<file path="config.mk">
export PLATFORM = sky130hd
export DESIGN_NAME = rgb_mixer_multi
export DESIGN_NICKNAME = d
export VERILOG_FILES = /design/src/rtl/rgb_mixer_multi_pkg.sv /design/src/rtl/rgb_mixer_lane.sv /design/src/rtl/rgb_mixer_multi.sv
export SDC_FILE = /design/constraint.sdc
export NUM_CORES = 1
export LEC_CHECK = 0
export ABC_AREA = 1
export CORE_ASPECT_RATIO = 1.5
export CORE_MARGIN = 3
export CORE_UTILIZATION = 45
export DETAILED_ROUTE_END_ITERATION = 10
export SETUP_SLACK_MARGIN = 0.2
export SYNTH_ARGS = -nofsm -noshare
export SYNTH_HDL_FRONTEND = slang
export SYNTH_HIERARCHICAL = 1
export SYNTH_SLANG_ARGS = --single-unit
</file>
<file path="constraint.sdc">
create_clock -name clk -period 2.25 [get_ports clk]
set_input_delay 0.45 -clock clk [delete_from_list [all_inputs] [get_ports clk]]
set_output_delay 0.45 -clock clk [all_outputs]
set_load 0.005 [all_outputs]
</file>
<file path="src/rtl/rgb_mixer_multi_pkg.sv">
// Shared types for the multi-lane encoder-to-PWM mixer.
package rgb_mixer_multi_pkg;

    // Direction of a single decoded encoder step
    typedef enum logic [1:0] {
        STEP_NONE = 2'd0,
        STEP_UP   = 2'd1,
        STEP_DOWN = 2'd2
    } step_e;

    // x1 quadrature decode: only a rising edge of A counts, B picks the direction
    function automatic step_e decode_step(input logic a, input logic a_prev, input logic b);
        step_e s;
        s = STEP_NONE;
        if (a && !a_prev) begin
            s = b ? STEP_DOWN : STEP_UP;
        end
        return s;
    endfunction

endpackage

</file>
<file path="src/rtl/rgb_mixer_lane.sv">
// One mixer lane: A/B debouncers, x1 decoder and the level register with
// direct load and saturate/wrap arithmetic.
module rgb_mixer_lane
    import rgb_mixer_multi_pkg::*;
#(
    parameter int WIDTH    = 8,
    parameter int DEB_LEN  = 8,
    parameter int SATURATE = 1
) (
    input  logic             clk,
    input  logic             reset,
    input  logic             enc_a,
    input  logic             enc_b,
    input  logic             load_en,
    input  logic [WIDTH-1:0] load_value,
    output logic [WIDTH-1:0] level
);

    localparam logic [WIDTH-1:0] MAX_LEVEL = {WIDTH{1'b1}};
    localparam logic [WIDTH-1:0] ZERO      = '0;
    localparam logic [WIDTH-1:0] ONE       = {{(WIDTH-1){1'b0}}, 1'b1};

    logic [DEB_LEN-1:0] sh_a_q, sh_a_d;
    logic [DEB_LEN-1:0] sh_b_q, sh_b_d;
    logic               deb_a_q, deb_a_d;
    logic               deb_b_q, deb_b_d;
    logic               a_prev_q, a_prev_d;
    logic [WIDTH-1:0]   level_q, level_d;
    step_e              step;

    // Debounce: shift raw samples in; output only moves on a full run of equal samples
    always_comb begin
        sh_a_d  = {sh_a_q[DEB_LEN-2:0], enc_a};
        sh_b_d  = {sh_b_q[DEB_LEN-2:0], enc_b};
        deb_a_d = deb_a_q;
        deb_b_d = deb_b_q;
        if (&sh_a_q) begin
            deb_a_d = 1'b1;
        end else if (~|sh_a_q) begin
            deb_a_d = 1'b0;
        end
        if (&sh_b_q) begin
            deb_b_d = 1'b1;
        end else if (~|sh_b_q) begin
            deb_b_d = 1'b0;
        end
    end

    // Decode and level update; a direct load overrides any step in the same cycle
    always_comb begin
        a_prev_d = deb_a_q;
        step     = decode_step(deb_a_q, a_prev_q, deb_b_q);
        level_d  = level_q;
        if (load_en) begin
            level_d = load_value;
        end else begin
            case (step)
                STEP_UP: begin
                    if (!((SATURATE != 0) && (level_q == MAX_LEVEL))) begin
                        level_d = level_q + ONE;
                    end
                end
                STEP_DOWN: begin
                    if (!((SATURATE != 0) && (level_q == ZERO))) begin
                        level_d = level_q - ONE;
                    end
                end
                default: level_d = level_q;
            endcase
        end
    end

    // Lane state registers with synchronous active-low reset
    always_ff @(posedge clk) begin
        if (!reset) begin
            sh_a_q   <= '0;
            sh_b_q   <= '0;
            deb_a_q  <= 1'b0;
            deb_b_q  <= 1'b0;
            a_prev_q <= 1'b0;
            level_q  <= '0;
        end else begin
            sh_a_q   <= sh_a_d;
            sh_b_q   <= sh_b_d;
            deb_a_q  <= deb_a_d;
            deb_b_q  <= deb_b_d;
            a_prev_q <= a_prev_d;
            level_q  <= level_d;
        end
    end

    assign level = level_q;

endmodule

</file>
<file path="src/rtl/rgb_mixer_multi.sv">
// Multi-channel encoder-to-PWM mixer: CHANNELS independent lanes sharing one
// free-running PWM counter, with period-aligned duty updates.
module rgb_mixer_multi
    import rgb_mixer_multi_pkg::*;
#(
    parameter int CHANNELS = 3,
    parameter int WIDTH    = 8,
    parameter int DEB_LEN  = 8,
    parameter int SATURATE = 1
) (
    input  logic                      clk,
    input  logic                      reset,
    input  logic [CHANNELS-1:0]       enc_a,
    input  logic [CHANNELS-1:0]       enc_b,
    input  logic                      load_valid,
    input  logic [3:0]                load_ch,
    input  logic [WIDTH-1:0]          load_value,
    output logic [CHANNELS*WIDTH-1:0] level,
    output logic [CHANNELS-1:0]       pwm_out
);

    localparam logic [WIDTH-1:0] MAX_LEVEL = {WIDTH{1'b1}};
    localparam int               CH_IDX_W  = 4;

    logic [CHANNELS-1:0]            lane_load_en;
    logic [CHANNELS-1:0][WIDTH-1:0] lane_level;
    logic [CHANNELS-1:0][WIDTH-1:0] active_q, active_d;
    logic [WIDTH-1:0]               cnt_q, cnt_d;
    logic [CHANNELS-1:0]            pwm_q, pwm_d;

    genvar gi;
    generate
        for (gi = 0; gi < CHANNELS; gi++) begin : g_lane
            // An out-of-range load_ch matches no lane, so the write is dropped
            assign lane_load_en[gi] = load_valid && (load_ch == CH_IDX_W'(gi));

            rgb_mixer_lane #(
                .WIDTH    (WIDTH),
                .DEB_LEN  (DEB_LEN),
                .SATURATE (SATURATE)
            ) u_lane (
                .clk        (clk),
                .reset      (reset),
                .enc_a      (enc_a[gi]),
                .enc_b      (enc_b[gi]),
                .load_en    (lane_load_en[gi]),
                .load_value (load_value),
                .level      (lane_level[gi])
            );
        end
    endgenerate

    // Shared counter, active levels latched only at the wrap, and PWM compare
    always_comb begin
        cnt_d    = cnt_q + {{(WIDTH-1){1'b0}}, 1'b1};
        active_d = active_q;
        pwm_d    = '0;
        if (cnt_q == MAX_LEVEL) begin
            active_d = lane_level;
        end
        for (int i = 0; i < CHANNELS; i++) begin
            pwm_d[i] = (cnt_q < active_q[i]);
        end
    end

    // PWM state registers with synchronous active-low reset
    always_ff @(posedge clk) begin
        if (!reset) begin
            cnt_q    <= '0;
            active_q <= '0;
            pwm_q    <= '0;
        end else begin
            cnt_q    <= cnt_d;
            active_q <= active_d;
            pwm_q    <= pwm_d;
        end
    end

    assign level   = lane_level;
    assign pwm_out = pwm_q;

endmodule

</file>
==> Yosys cells after proc, flatten, opt, wreduce, memory -nomap -nowiden <==
Index checks and enable logic that the tools add are counted.
{ "totals": {"elab_cells": 118, "inputBits": 21, "output_inout_bits": 27, "ff_bits": 116} }
{ "classes": {"order_cmp": 3, "n_eq_ne": 24, "muxes": 30, "n_addsub": 7, "reduce_logical": 31} }
{ "ops": {"columns": ["operator", "count"], "rows": [
  ["2-to-1 mux 8 bit", 9],
  ["one-hot mux 8 bit (2 select lines)", 3],
  ["AND reduction 8 bit", 6],
  ["OR reduction 8 bit", 6],
  ["adder 8 x 1 -> 8 bit (second input constant)", 4],
  ["== test 8 bit (second input constant)", 4],
  ["zero test 8 bit", 3],
  ["less-than comparator 8 bit", 3],
  ["subtractor 8 x 1 -> 8 bit (second input constant)", 3],
  ["inequality test 3 x 2 -> 1 bit (second input constant)", 6],
  ["2-to-1 mux 1 bit", 12],
  ["2-to-1 mux 2 bit", 6],
  ["inequality test 2 x 1 -> 1 bit (second input constant)", 6],
  ["AND reduction 3 bit", 3],
  ["nonzero test 3 bit", 3],
  ["== test 2 x 1 -> 1 bit (second input constant)", 3],
  ["== test 2 bit (second input constant)", 3],
  ["logical AND 1 bit", 6],
  ["== test 4 x 1 -> 1 bit (second input constant)", 1],
  ["== test 4 x 2 -> 1 bit (second input constant)", 1],
  ["zero test 4 bit", 1],
  ["zero test 1 bit", 3]
]} }

==> Longest topological paths before layout <==
Gate-level depths: netlist of run 1.
{ "depth": {"depth_word": 6, "depth_mapped": 15, "ltp_nobuf": 15} }

==> By module <==
Netlist of run 1, hierarchy kept.
{ "by_module_without_submodules": {"columns": ["mod", "area_per_inst_um2", "seq_area_each_um2", "instances", "cells_per_inst"], "rows": [
  ["rgb_mixer_lane", 1443.9, 540.5, 3, 217],
  ["rgb_mixer_multi", 1943.1, 700.7, 1, 253]
]} }

==> Least setup slack after synthesis of run 1 <==
No wires, ideal clock.
{ "synth_timing": {"path_kind": "in2reg", "from": "in load_ch[3]", "to": "reg g_lane[2].u_lane.level_q[0]", "t_arrival_ns": 1.706, "required_ns": 2.180, "path_buffers": 1, "setup_ns": 0.070, "path_stages": 7, "slack_ns": 0.474, "path_cell_list": "or2_2 nor4b_1 clkbuf_1 nand2_1 o21ai_0 nand2_1 a21oi_1"} }
{ "synth_between": {"elab_chain_cells": 4, "word_cells_on_any_way": 7, "cone_classes": "eq/ne (3); mux (1); reduce/logical (3)"} }
{ "synth_lines": {"columns": ["element", "line", "text"], "rows": [
  ["start: declaration", "rgb_mixer_multi.sv:16", "input logic [3:0] load_ch,"],
  ["== test 4 x 2 -> 1 bit *", "rgb_mixer_multi.sv:35", "assign lane_load_en[gi] = load_valid && (load_ch == CH_IDX_W'(gi));"],
  ["logical AND 1 bit *", "rgb_mixer_multi.sv:35", null],
  ["named net lane_load_en[2]", "rgb_mixer_multi.sv:25", "logic [CHANNELS-1:0] lane_load_en;"],
  ["inequality test 3 x 2 -> 1 bit (no line) / nonzero test 3 bit (equally long branches)", null, null],
  ["AND reduction 3 bit (no line)", null, null],
  ["end signal: assignment", "rgb_mixer_lane.sv:88", "level_q <= level_d;"],
  ["end: declaration", "rgb_mixer_lane.sv:28", "logic [WIDTH-1:0] level_q, level_d;"]
]} }
Mark *: on every way through the listed nets, which the timed path passes. The rest lies on a longest branch.
A chain may end at the register's enable or synchronous reset.

==> Worst setup path after layout of run 1 <==
{ "layout_timing": {"from": "reg g_lane[0].u_lane.level_q[7]", "to": "out level[7]"} }
{ "layout_lines": {"columns": ["element", "line", "text"], "rows": [
  ["start: declaration", "rgb_mixer_lane.sv:28", null],
  ["start signal: assignment", "rgb_mixer_lane.sv:88", null],
  ["end: declaration", "rgb_mixer_multi.sv:18", "output logic [CHANNELS*WIDTH-1:0] level,"]
]} }
No word-level cell between the ends.

==> out/qor.txt, run 1 <==
Min Tclk post-route = 1970 ps
Leak = 3.49 nW
Most frequent cells in the layout = nand2_1 (263), inv_1 (161), dfxtp_1 (115)
Setup Viol. Count Final = 0
Pwr per Cell Area = 685 nW/um^2
Top cell type's share of synthesized area = 37.0%
Worst path arrival time = 1520 ps
Worst min path class = in -> reg
Seq/Total Area, Yosys = 37.0%
Yosys reg bits = 116
Final Hold Viols = 0
# clock sinks = 116
Fmax = 508 MHz
CP max FO = 6
Mapped cell area = 6270 sq um
Commonest non-fill, non-tap cell in the layout = nand2_1
Clock-pin slew on the worst setup and hold paths = 50 ps
Starting density of the core = 46.1%
Post-Synth Simple-Gate Area = 36.6%
Post-Synth XOR/XNOR Area = 0.698%
Total CTS buffers = 17
Int Power = 4.05 mW
Mux cell area share after synthesis = 0%
Kind of critical path = reg -> out
Distinct cells, synth = 34
Combinational power share = 4.3%
Layout cells sized above 1 = 12.8%
FF-to-FF path depth = 11
Die H = 151 microns
Setup repair bufs after CTS = 0
Area contributors post-synth = dfxtp_1 (37%), nand2_1 (16%), inv_1 (9.6%)
CP Launch Type = register
CTS tree = done
Post-synthesis compound-gate area fraction = 8.08%
Worst path top cell family by delay = buffers and inverters
Finished Cell Area = 7540 sq um
Worst path bufs/invs = 1
Dpl hpwl = 10,700 microns
Sw power = 1.11 mW
Vias in the first global route = 5,301
Ports = 48
# diodes = 0
Clock Tree Root = clkbuf_16
Antenna violations before repair = 0
Clock Latency Late Sink = 410 ps
Max Slew Vio Count = 0
Stages on worst setup path = 1
First-pass GRT wire length = 24,200 microns
Grt total ovfl = 0
Hold_ws = 338 ps
WL/cell = 12.7 microns
Clk buf depth = 2
Pre-antenna DRT Iters = 5
Placed cell count = 1,103
Register share of total power = 41.1%
Clk pwr share = 54.6%
Number of synthesized flops with an enable pin = 0
Worst-path cell with the longest stage delay = clkdlybuf4s50_1
Asr flop ratio synth = 0%
Std-Cell Rows = 52
Final ANT Viol Nets = 0
CP endpoint kind = output pin
Nets = 1,006
Part of the cycle the worst path needs = 87.4%
Via density per instance = 4.89
Measured slew at the worst slew-check pin = 416 ps
Peak supply drop = 583 uV
Global placer's final weighted congestion = 0.850
Worst hold stages = 3
Synthesized Nets = 950
Sw Ratio = 21.6%
Crit-path cells = clkdlybuf4s50_1
Critical path data required time = 1800 ps
Unrepaired setup endpoints after global routing = no
Chip width = 102 microns
Primary FF master, synth = dfxtp_1
DIE AREA = 15,400 sq um
Slew Limit Headroom = 72.1%
Mean post-synth cell area = 6.94 sq um
CP max stage delay = 580 ps
Global Route Usage Sum = 19.9%
Yosys warns = 6
Syn Inst Count = 904
DRC Markers = 0
Post-synth top area cell = dfxtp_1
DRT iter0 DRCs = 264
Routed WL = 14,400 microns
Total of max-cap violations = 0
Adder-cell share of the synthesized area = 4.99%
Layout Skew = 7.29 ps
Core Area = 13,600 sq um
Synthesis-to-finish area growth = 20.2%
Outcome = complete, no violations
CTS H-tree depth = 4
Port Buffers = 47
Largest net degree at the start of global routing = 66
Final std cells w/o fill = 1,134
Post-DP Area = 6910 sq um
DR vias = 5,545
Main combinational cell family by area after synthesis = simple AND/OR/NAND/NOR gates
## registers in the layout (all words and copies together) (netlist names)
register	cells
active_q	24
cnt_q	8
g_lane.u_lane/a_prev_d	3
g_lane.u_lane/a_prev_q	3
g_lane.u_lane/deb_b_q	3
g_lane.u_lane/level	24
g_lane.u_lane/sh_a_q	24
g_lane.u_lane/sh_b_q	24
pwm_out	3
## power by group through the flow
stage	Combinational, mW	Sequential (mW)	Clock [mW]
6_report	0.222	2.12	2.82
5_1_grt	0.256	2.13	2.99
4_1_cts	0.226	2.12	2.89
3_5_place_dp	0.225	2.17	0
3_3_place_gp	0.224	2.17	0
2_1_floorplan	0.123	2.16	0
## synthesized netlist by cell type, types with 13 or more instances
cell type  instances
a21oi_1           52
dfxtp_1          116
ha_1              25
inv_1            161
inv_2             13
nand2_1          263
nand2_2           18
nand3_1           76
nand3_2           18
nand4_1           27
nor2_1            29
## path summary, 6_finish.rpt
| check | start | end | slack (ps) |
|---|---|---|---|
| worst max register to register | g_lane[0].u_lane/a_prev_d | g_lane[0].u_lane/level[4] | 420 |
| worst min-delay path | reset | pwm_out[2] | 340 |
| worst max-delay path | g_lane[0].u_lane/level[7] | level[7] | 280 |
| worst min register to register | g_lane[0].u_lane/sh_a_q[5] | g_lane[0].u_lane/sh_a_q[6] | 430 |
## routing by layer
metal  wire length [microns]  vias to the layer above  global-route usage, %  part of all wire (%)
met1                    6340                     2486                   23.6                    44
met3                     462                       15                   4.08                   3.2
met4                     211                        0                   6.30                   1.5
met2                    7340                       72                   35.4                    51
li1                        -                     2972                      -                     -
met5                       0                        -                      0                     0
## logic make-up (layout without fill, tap and decap cells)
kind of cell / count (synthesis) / after routing
AO/OA/AOI/OAI: 88 / 88
flip-flops: 116 / 116
adder cells (fa/ha/maj): 25 / 25
buffers and inverters: 195 / 263
AND/OR/NAND/NOR: 475 / 475
XOR/XNOR: 5 / 5
## stage by stage
stage / worst slack (ps) / total power [mW] / setup TNS [ps] / utilization [%]
floorplan: 474 / 2.28 / 0 / -
global placement: 2.32 / 2.39 / 0 / 50.8
detailed placement: -28.6 / 2.39 / -66.2 / 50.8
CTS: 254 / 5.24 / 0 / 55.5
global route: 204 / 5.37 / 0 / 55.5
finish: 283 / 5.16 / 0 / 55.5
## timing repair
action	in CTS	in global routing
hold buffers	0	0
gates resized for setup	0	1
endpoints found under the setup margin	0	1
## area by class of cell
cell class	instances	area, sq um
well taps	162	203
multi-input cells	593	3170
flip-flops and latches	116	2320
clock buffers	17	425
repair buffers	58	561
clock inverters	14	204
fillers	1339	6050
inverters	174	653
Power figures use the tool's default switching activity.
==> run 2, diff against run 1 <==
- SYNTH_HIERARCHICAL: 1 -> default
==> run 2 against run 1 <==
Effect of this change: wire length increased by 4.3%; critical path depth stayed put; total power up 0.86%; register-to-register slack is essentially flat; hold slack gained 92 ps; die area shrank 5.8%; first-iteration DRC count down 18%; critical path type unchanged; largest cell class unchanged; highest routed layer unchanged.
==> out/qor.txt, run 2 <==
Chip width = 99.4 microns (-2.9%)
Clk buf depth = 2 (unchanged)
Std-Cell Rows = 50 (-3.8%)
Reg2reg setup slack = 410 ps (about the same)
Critical path data required time = 1800 ps (about the same)
Starting density of the core = 46.6% (+0.46 points)
Final Hold Viols = 0 (unchanged)
Clk pwr share = 55.1% (+0.5 points)
Clock Latency Late Sink = 400 ps (about the same)
Via density per instance = 5.13 (+4.9%)
Commonest cells in the netlist = nand2_1 (212), inv_1 (165), dfxtp_1 (116), nand3_1 (62), a21oi_1 (59)
Most frequent cell after synthesis = nand2_1
Filler cell count = 1,255 (-6.3%)
Worst-path cell with the longest stage delay = clkdlybuf4s50_1
Layout Skew = 9.95 ps (+2.65 ps)
Worst path bufs/invs = 1 (unchanged)
CTS hold repair buffers = 0 (unchanged)
Total of max-cap violations = 0 (unchanged)
Distinct cells, synth = 39 (+15%)
FF-to-FF path depth = 13 (+2)
Commonest non-fill, non-tap cell in the layout = nand2_1
Reg-to-reg endpoint = g_lane[0].u_lane.level[4]
Finished Cell Area = 7230 sq um (-4.2%)
DIE AREA = 14,500 sq um (-5.8%)
Core Area = 12,600 sq um (-7.1%)
Mapped cell area = 5890 sq um (-6.1%)
Top cell type's share of synthesized area = 39.4% (+2.4 points)
Global Route Usage Sum = 21.4% (+1.5 points)
Die H = 146 microns (-3.0%)
WL/cell = 13.9 microns (+10%)
CP max stage delay = 590 ps (about the same)
First-pass GRT wire length = 25,100 microns (+3.6%)
Area contributors post-synth = dfxtp_1 (39%), nand2_1 (14%), inv_1 (11%)
Layout cells sized above 1 = 9.16% (-3.6 points)
CTS H-tree depth = 4 (unchanged)
Antenna violations before repair = 0 (unchanged)
Mean post-synth cell area = 6.98 sq um (+0.53%)
Worst hold stages = 2 (-1)
Post-DP Area = 6560 sq um (-5.1%)
Grt total ovfl = 0 (unchanged)
Final ANT Viol Nets = 0 (unchanged)
Min Tclk post-route = 1990 ps (+21.0 ps)
Kind of critical path = reg -> out
Asr flop ratio synth = 0% (unchanged)
Part of the cycle the worst path needs = 88.4% (+0.93 points)
Routed WL = 15,000 microns (+4.3%)
Int Power = 4.15 mW (+2.5%)
Seq/Total Area, Yosys = 39.4% (+2.4 points)
Dpl hpwl = 11,200 microns (+4.2%)
Sw Ratio = 20.3% (-1.2 points)
Port Buffers = 47 (unchanged)
CP endpoint kind = output pin
Pre-antenna DRT Iters = 5 (unchanged)
Leak = 3.46 nW (-0.67%)
Max Slew Vio Count = 0 (unchanged)
Register share of total power = 40.7% (-0.4 points)
Yosys reg bits = 116 (unchanged)
Total Neg Setup Slack = 0 ps (unchanged)
Measured slew at the worst slew-check pin = 745 ps (+329 ps)
Unrepaired setup endpoints after global routing = no
Slew Limit Headroom = 50.3% (-22 points)
Number of synthesized flops with an enable pin = 0 (unchanged)
Pre-CTS setup slack = 189 ps (+217 ps)
Sw power = 1.06 mW (-5.0%)
Ports = 48 (unchanged)
Global placer's final weighted congestion = 0.899 (+5.8%)
Crit-path cells = clkdlybuf4s50_1
Reg2reg start = g_lane[0].u_lane.a_prev_q
Peak supply drop = 511 uV (-12%)
Most frequent cells in the layout = nand2_1 (212), inv_1 (165), dfxtp_1 (111)
HP Start = g_lane[0].u_lane.sh_a_q[5]
Combinational power share = 4.3% (about the same)
Worst path top cell family by delay = buffers and inverters
DR vias = 5,505 (-0.72%)
Pwr per Cell Area = 721 nW/um^2 (+5.3%)
# diodes = 0 (unchanged)
Synthesis-to-finish area growth = 22.7%
Setup ws final = 262 ps (-21.0 ps)
CTS tree = done
Setup Viol. Count Final = 0 (unchanged)
DRT iter0 DRCs = 217 (-18%)
Syn Inst Count = 844 (-6.6%)
Synthesized Nets = 890 (-6.3%)
Nets = 951 (-5.5%)
Outcome = complete, no violations
Total CTS buffers = 17 (unchanged)
CP max FO = 8 (+2)
Yosys warns = 0 (-6)
Worst min path class = reg -> reg
DRC Markers = 0 (unchanged)
Primary FF master, synth = dfxtp_1
Vias in the first global route = 5,361 (+1.1%)
Clock Tree Root = clkbuf_16
Clock-pin slew on the worst setup and hold paths = 50 ps (about the same)
Post-synth top area cell = dfxtp_1
Fmax = 503 MHz (-1.1%)
Worst path arrival time = 1540 ps (+20 ps)
CP Launch Type = register
# clock sinks = 116 (unchanged)
Worst hold endpoint = g_lane[0].u_lane.sh_a_q[6]
Largest net degree at the start of global routing = 54 (-18%)
## run 2: cell count changes in the layout (fill, tap and decap cells not counted), moves of 5 or more
cell | before | now
nand2_1 | 263 | 212
o21ai_0 | 10 | 47
nand2_2 | 18 | 4
nand3_1 | 76 | 62
nand3_2 | 18 | 4
a21oi_2 | 10 | 0
inv_2 | 13 | 5
a21oi_1 | 52 | 59
a21o_1 | 0 | 5
## run 2: repair_timing
item                                    CTS  global route
resized for setup                         0             7
buffers inserted                          0             3
endpoints found under the hold margin     0             0
endpoints found under the setup margin    0             9
## run 2: per-layer routing
metal	GRT usage, %	vias to the layer above	part of all wire (%)
li1	-	2818	-
met1	24.7	2550	42
met2	38.2	115	52
met3	4.68	22	4.1
met4	7.86	0	1.9
met5	0	-	0
## run 2: power by group through the flow
stage | Sequential, mW | Clock, mW | Combinational, mW
finish | 2.12 | 2.87 | 0.221
detailed placement | 2.16 | 0 | 0.223
floorplan | 2.15 | 0 | 0.119
global route | 2.12 | 3.03 | 0.251
CTS | 2.12 | 2.92 | 0.225
global placement | 2.16 | 0 | 0.221
## run 2: final cells by class
| class | count | area [sq um] | share of cell area, % |
|---|---|---|---|
| Inverter | 172 | 646 | 8.93 |
| Clock buffer | 22 | 484 | 6.70 |
| Multi-Input combinational cell | 537 | 2840 | 39.3 |
| Tap cell | 156 | 195 | 2.70 |
| Timing Repair Buffer | 61 | 587 | 8.12 |
| Clock inverter | 9 | 150 | 2.08 |
| Sequential cell | 116 | 2330 | 32.2 |
## run 2: logic make-up after synthesis
group	after synthesis	share of synthesized area (%)
AOI/OAI and AO/OA	133	12.5
and+or+nand+nor	376	29.9
DFF	116	39.4
xor gates and xnor gates	3	0.446
buffers and inverters	191	12.4
adders and majority gates	25	5.31
## run 2: worst max-delay path by stage
stage | slack [ps] | cells past startpoint | endpoint | start
after floorplan | 570 | 12 | g_lane[0].u_lane.level[4] | g_lane[0].u_lane.deb_b_q
after global placement | 230 | 9 | g_lane[2].u_lane.level[2] | load_ch[0]
after detailed placement | 190 | 7 | g_lane[2].u_lane.level[4] | load_ch[0]
after CTS | 210 | 13 | g_lane[2].u_lane.level[4] | g_lane[2].u_lane.deb_b_q
after global routing | 200 | 8 | active_q[15] | cnt_q[0]
final | 260 | 1 | level[16] | g_lane[2].u_lane.level[0]
## run 2: metrics by stage
step                total power [mW]  util (%)  hold WS (ps)  instances
floorplan                       2.27         -           404        844
global placement                2.38      51.9           418       1039
detailed placement              2.39      51.9           420       1039
CTS                             5.27      56.9           430       1070
global route                    5.40      57.2           455       1073
finish                          5.21      57.2           430       1073
==> run 3, diff against run 2 <==
- CTS_BUF_LIST: default -> sky130_fd_sc_hd__clkbuf_2 sky130_fd_sc_hd__clkbuf_4 sky130_fd_sc_hd__clkbuf_8
==> run 3 against run 2 <==
Effect of this change: combinational power about the same; largest power group unchanged; via count fell by 0.85%; sequential share of layout area grew 0.91 points; non-clock buffer count is 1 lower; first-iteration DRC count grew 30%; clock skew increased by 2.0 ps; cell count about the same.
==> out/qor.txt, run 3 (synthesized netlist as in run 2, its figures left out) <==
Worst min path class = reg -> reg
Filler cell count = 1,275 (+1.6%)
Peak supply drop = 448 uV (-12%)
Vias in the first global route = 5,290 (-1.3%)
First-pass GRT wire length = 24,800 microns (-1.1%)
Part of the cycle the worst path needs = 87.8% (-0.54 points)
DR vias = 5,458 (-0.85%)
Most frequent cells in the layout = nand2_1 (212), inv_1 (165), dfxtp_1 (110)
Synthesis-to-finish area growth = 19.4%
Kind of critical path = reg -> out
Fmax = 506 MHz (+0.62%)
Min Tclk post-route = 1980 ps (-12.2 ps)
CP Launch Type = register
Worst path bufs/invs = 1 (unchanged)
Combinational power share = 4.9% (+0.6 points)
Post-DP Area = 6560 sq um (unchanged)
Critical path origin = g_lane[1].u_lane.level[0]
Sw power = 0.971 mW (-8.3%)
Clock Tree Root = clkbuf_8
DRC Markers = 0 (unchanged)
Fin util = 55.7% (-1.5 points)
Via density per instance = 5.09 (-0.76%)
Dpl hpwl = 11,200 microns (unchanged)
Clk buf depth = 2 (unchanged)
Max Slew Vio Count = 0 (unchanged)
Setup Viol. Count Final = 0 (unchanged)
WL/cell = 13.8 microns (-0.77%)
Register share of total power = 47.2% (+6.5 points)
Largest net degree at the start of global routing = 54 (unchanged)
CTS tree = done
Pre-antenna DRT Iters = 5 (unchanged)
Routed WL = 14,800 microns (-0.86%)
Leak = 3.38 nW (-2.5%)
Outcome = complete, no violations
Starting density of the core = 46.6% (unchanged)
Worst path arrival time = 1530 ps (about the same)
Total Neg Setup Slack = 0 ps (unchanged)
Layout cells sized above 1 = 9.28% (+0.12 points)
Clock Latency Late Sink = 420 ps (+20 ps)
Layout Skew = 12.0 ps (+2.02 ps)
Grt total ovfl = 0 (unchanged)
Slew Limit Headroom = 49.9% (-0.41 points)
Worst-path cell with the longest stage delay = clkdlybuf4s50_1
Clock-pin slew on the worst setup and hold paths = 70 ps (+20 ps)
Std-Cell Rows = 50 (unchanged)
Measured slew at the worst slew-check pin = 751 ps (+6.11 ps)
Total of max-cap violations = 0 (unchanged)
CP endpoint kind = output pin
Critical path data required time = 1800 ps (about the same)
CP max stage delay = 570 ps (-20 ps)
HP Start = g_lane[0].u_lane.sh_a_q[5]
Port Buffers = 47 (unchanged)
Commonest non-fill, non-tap cell in the layout = nand2_1
DIE AREA = 14,500 sq um (unchanged)
Final ANT Viol Nets = 0 (unchanged)
Reg2reg start = g_lane[0].u_lane.a_prev_q
Core Area = 12,600 sq um (unchanged)
Chip width = 99.4 microns (unchanged)
Final Hold Viols = 0 (unchanged)
Ports = 48 (unchanged)
Nets = 950 (-0.11%)
DRT iter0 DRCs = 282 (+30%)
Die H = 146 microns (unchanged)
Global placer's final weighted congestion = 0.899 (unchanged)
Unrepaired setup endpoints after global routing = no
CTS H-tree depth = 4 (unchanged)
Sw Ratio = 21.6% (+1.3 points)
Total CTS buffers = 17 (unchanged)
Int Power = 3.52 mW (-15%)
Antenna violations before repair = 0 (unchanged)
Global Route Usage Sum = 21.1% (-0.30 points)
Crit-path cells = clkdlybuf4s50_1
Worst path top cell family by delay = buffers and inverters
# diodes = 0 (unchanged)
Pwr per Cell Area = 638 nW/um^2 (-11%)
# clock sinks = 116 (unchanged)
Finished Cell Area = 7030 sq um (-2.7%)
CP max FO = 8 (unchanged)
Clk pwr share = 47.9% (-7.2 points)
-- run 3: worst paths after layout --
| check | endpoint | slack, ps | depth (start not counted) |
|---|---|---|---|
| max | level[8] | 270 | 1 |
| min | g_lane[0].u_lane.sh_a_q[6] | 430 | 2 |
| max reg2reg | g_lane[0].u_lane.level[4] | 400 | 13 |
| min reg2reg | g_lane[0].u_lane.sh_a_q[6] | 430 | 2 |
-- run 3: cell type report --
class / instances / area, sq um / area share [%]
Multi-Input combinational cell: 537 / 2840 / 40.3
Clock buffer: 22 / 297 / 4.22
Tap cell: 156 / 195 / 2.77
Inverter: 172 / 646 / 9.18
Sequential cell: 116 / 2330 / 33.1
Clock inverter: 9 / 150 / 2.13
Timing Repair Buffer: 60 / 579 / 8.24
-- run 3: layer usage --
layer	share of wire, %	global-route usage [%]	up-vias
met5	0	0	-
met4	1.8	7.38	0
met3	3.8	4.73	22
met2	52	37.5	98
met1	43	24.6	2521
li1	-	-	2817
-- run 3: power by group through the flow --
stage          combinational (mW)  sequential (mW)  clock (mW)
2_1_floorplan               0.119             2.15           0
3_3_place_gp                0.221             2.16           0
3_5_place_dp                0.223             2.16           0
4_1_cts                     0.225             2.12        2.20
5_1_grt                     0.251             2.12        2.29
6_report                    0.222             2.12        2.15
-- run 3: what timing repair did --
action                                  in CTS  in global routing
buffers inserted                             0                  2
endpoints found under the setup margin       0                  9
hold endpoints to repair                     0                  0
hold buffers                                 0                  0
gates resized for setup                      0                  8
-- run 3: metrics by stage --
| step | power, mW | cells | hold WS (ps) | setup WS [ps] |
|---|---|---|---|---|
| after global routing | 4.66 | 1072 | 456 | 202 |
| final | 4.49 | 1072 | 432 | 274 |
| after CTS | 4.54 | 1070 | 434 | 212 |
| after global placement | 2.38 | 1039 | 418 | 234 |
| after floorplan | 2.27 | 844 | 404 | 568 |
| after detailed placement | 2.39 | 1039 | 420 | 189 |
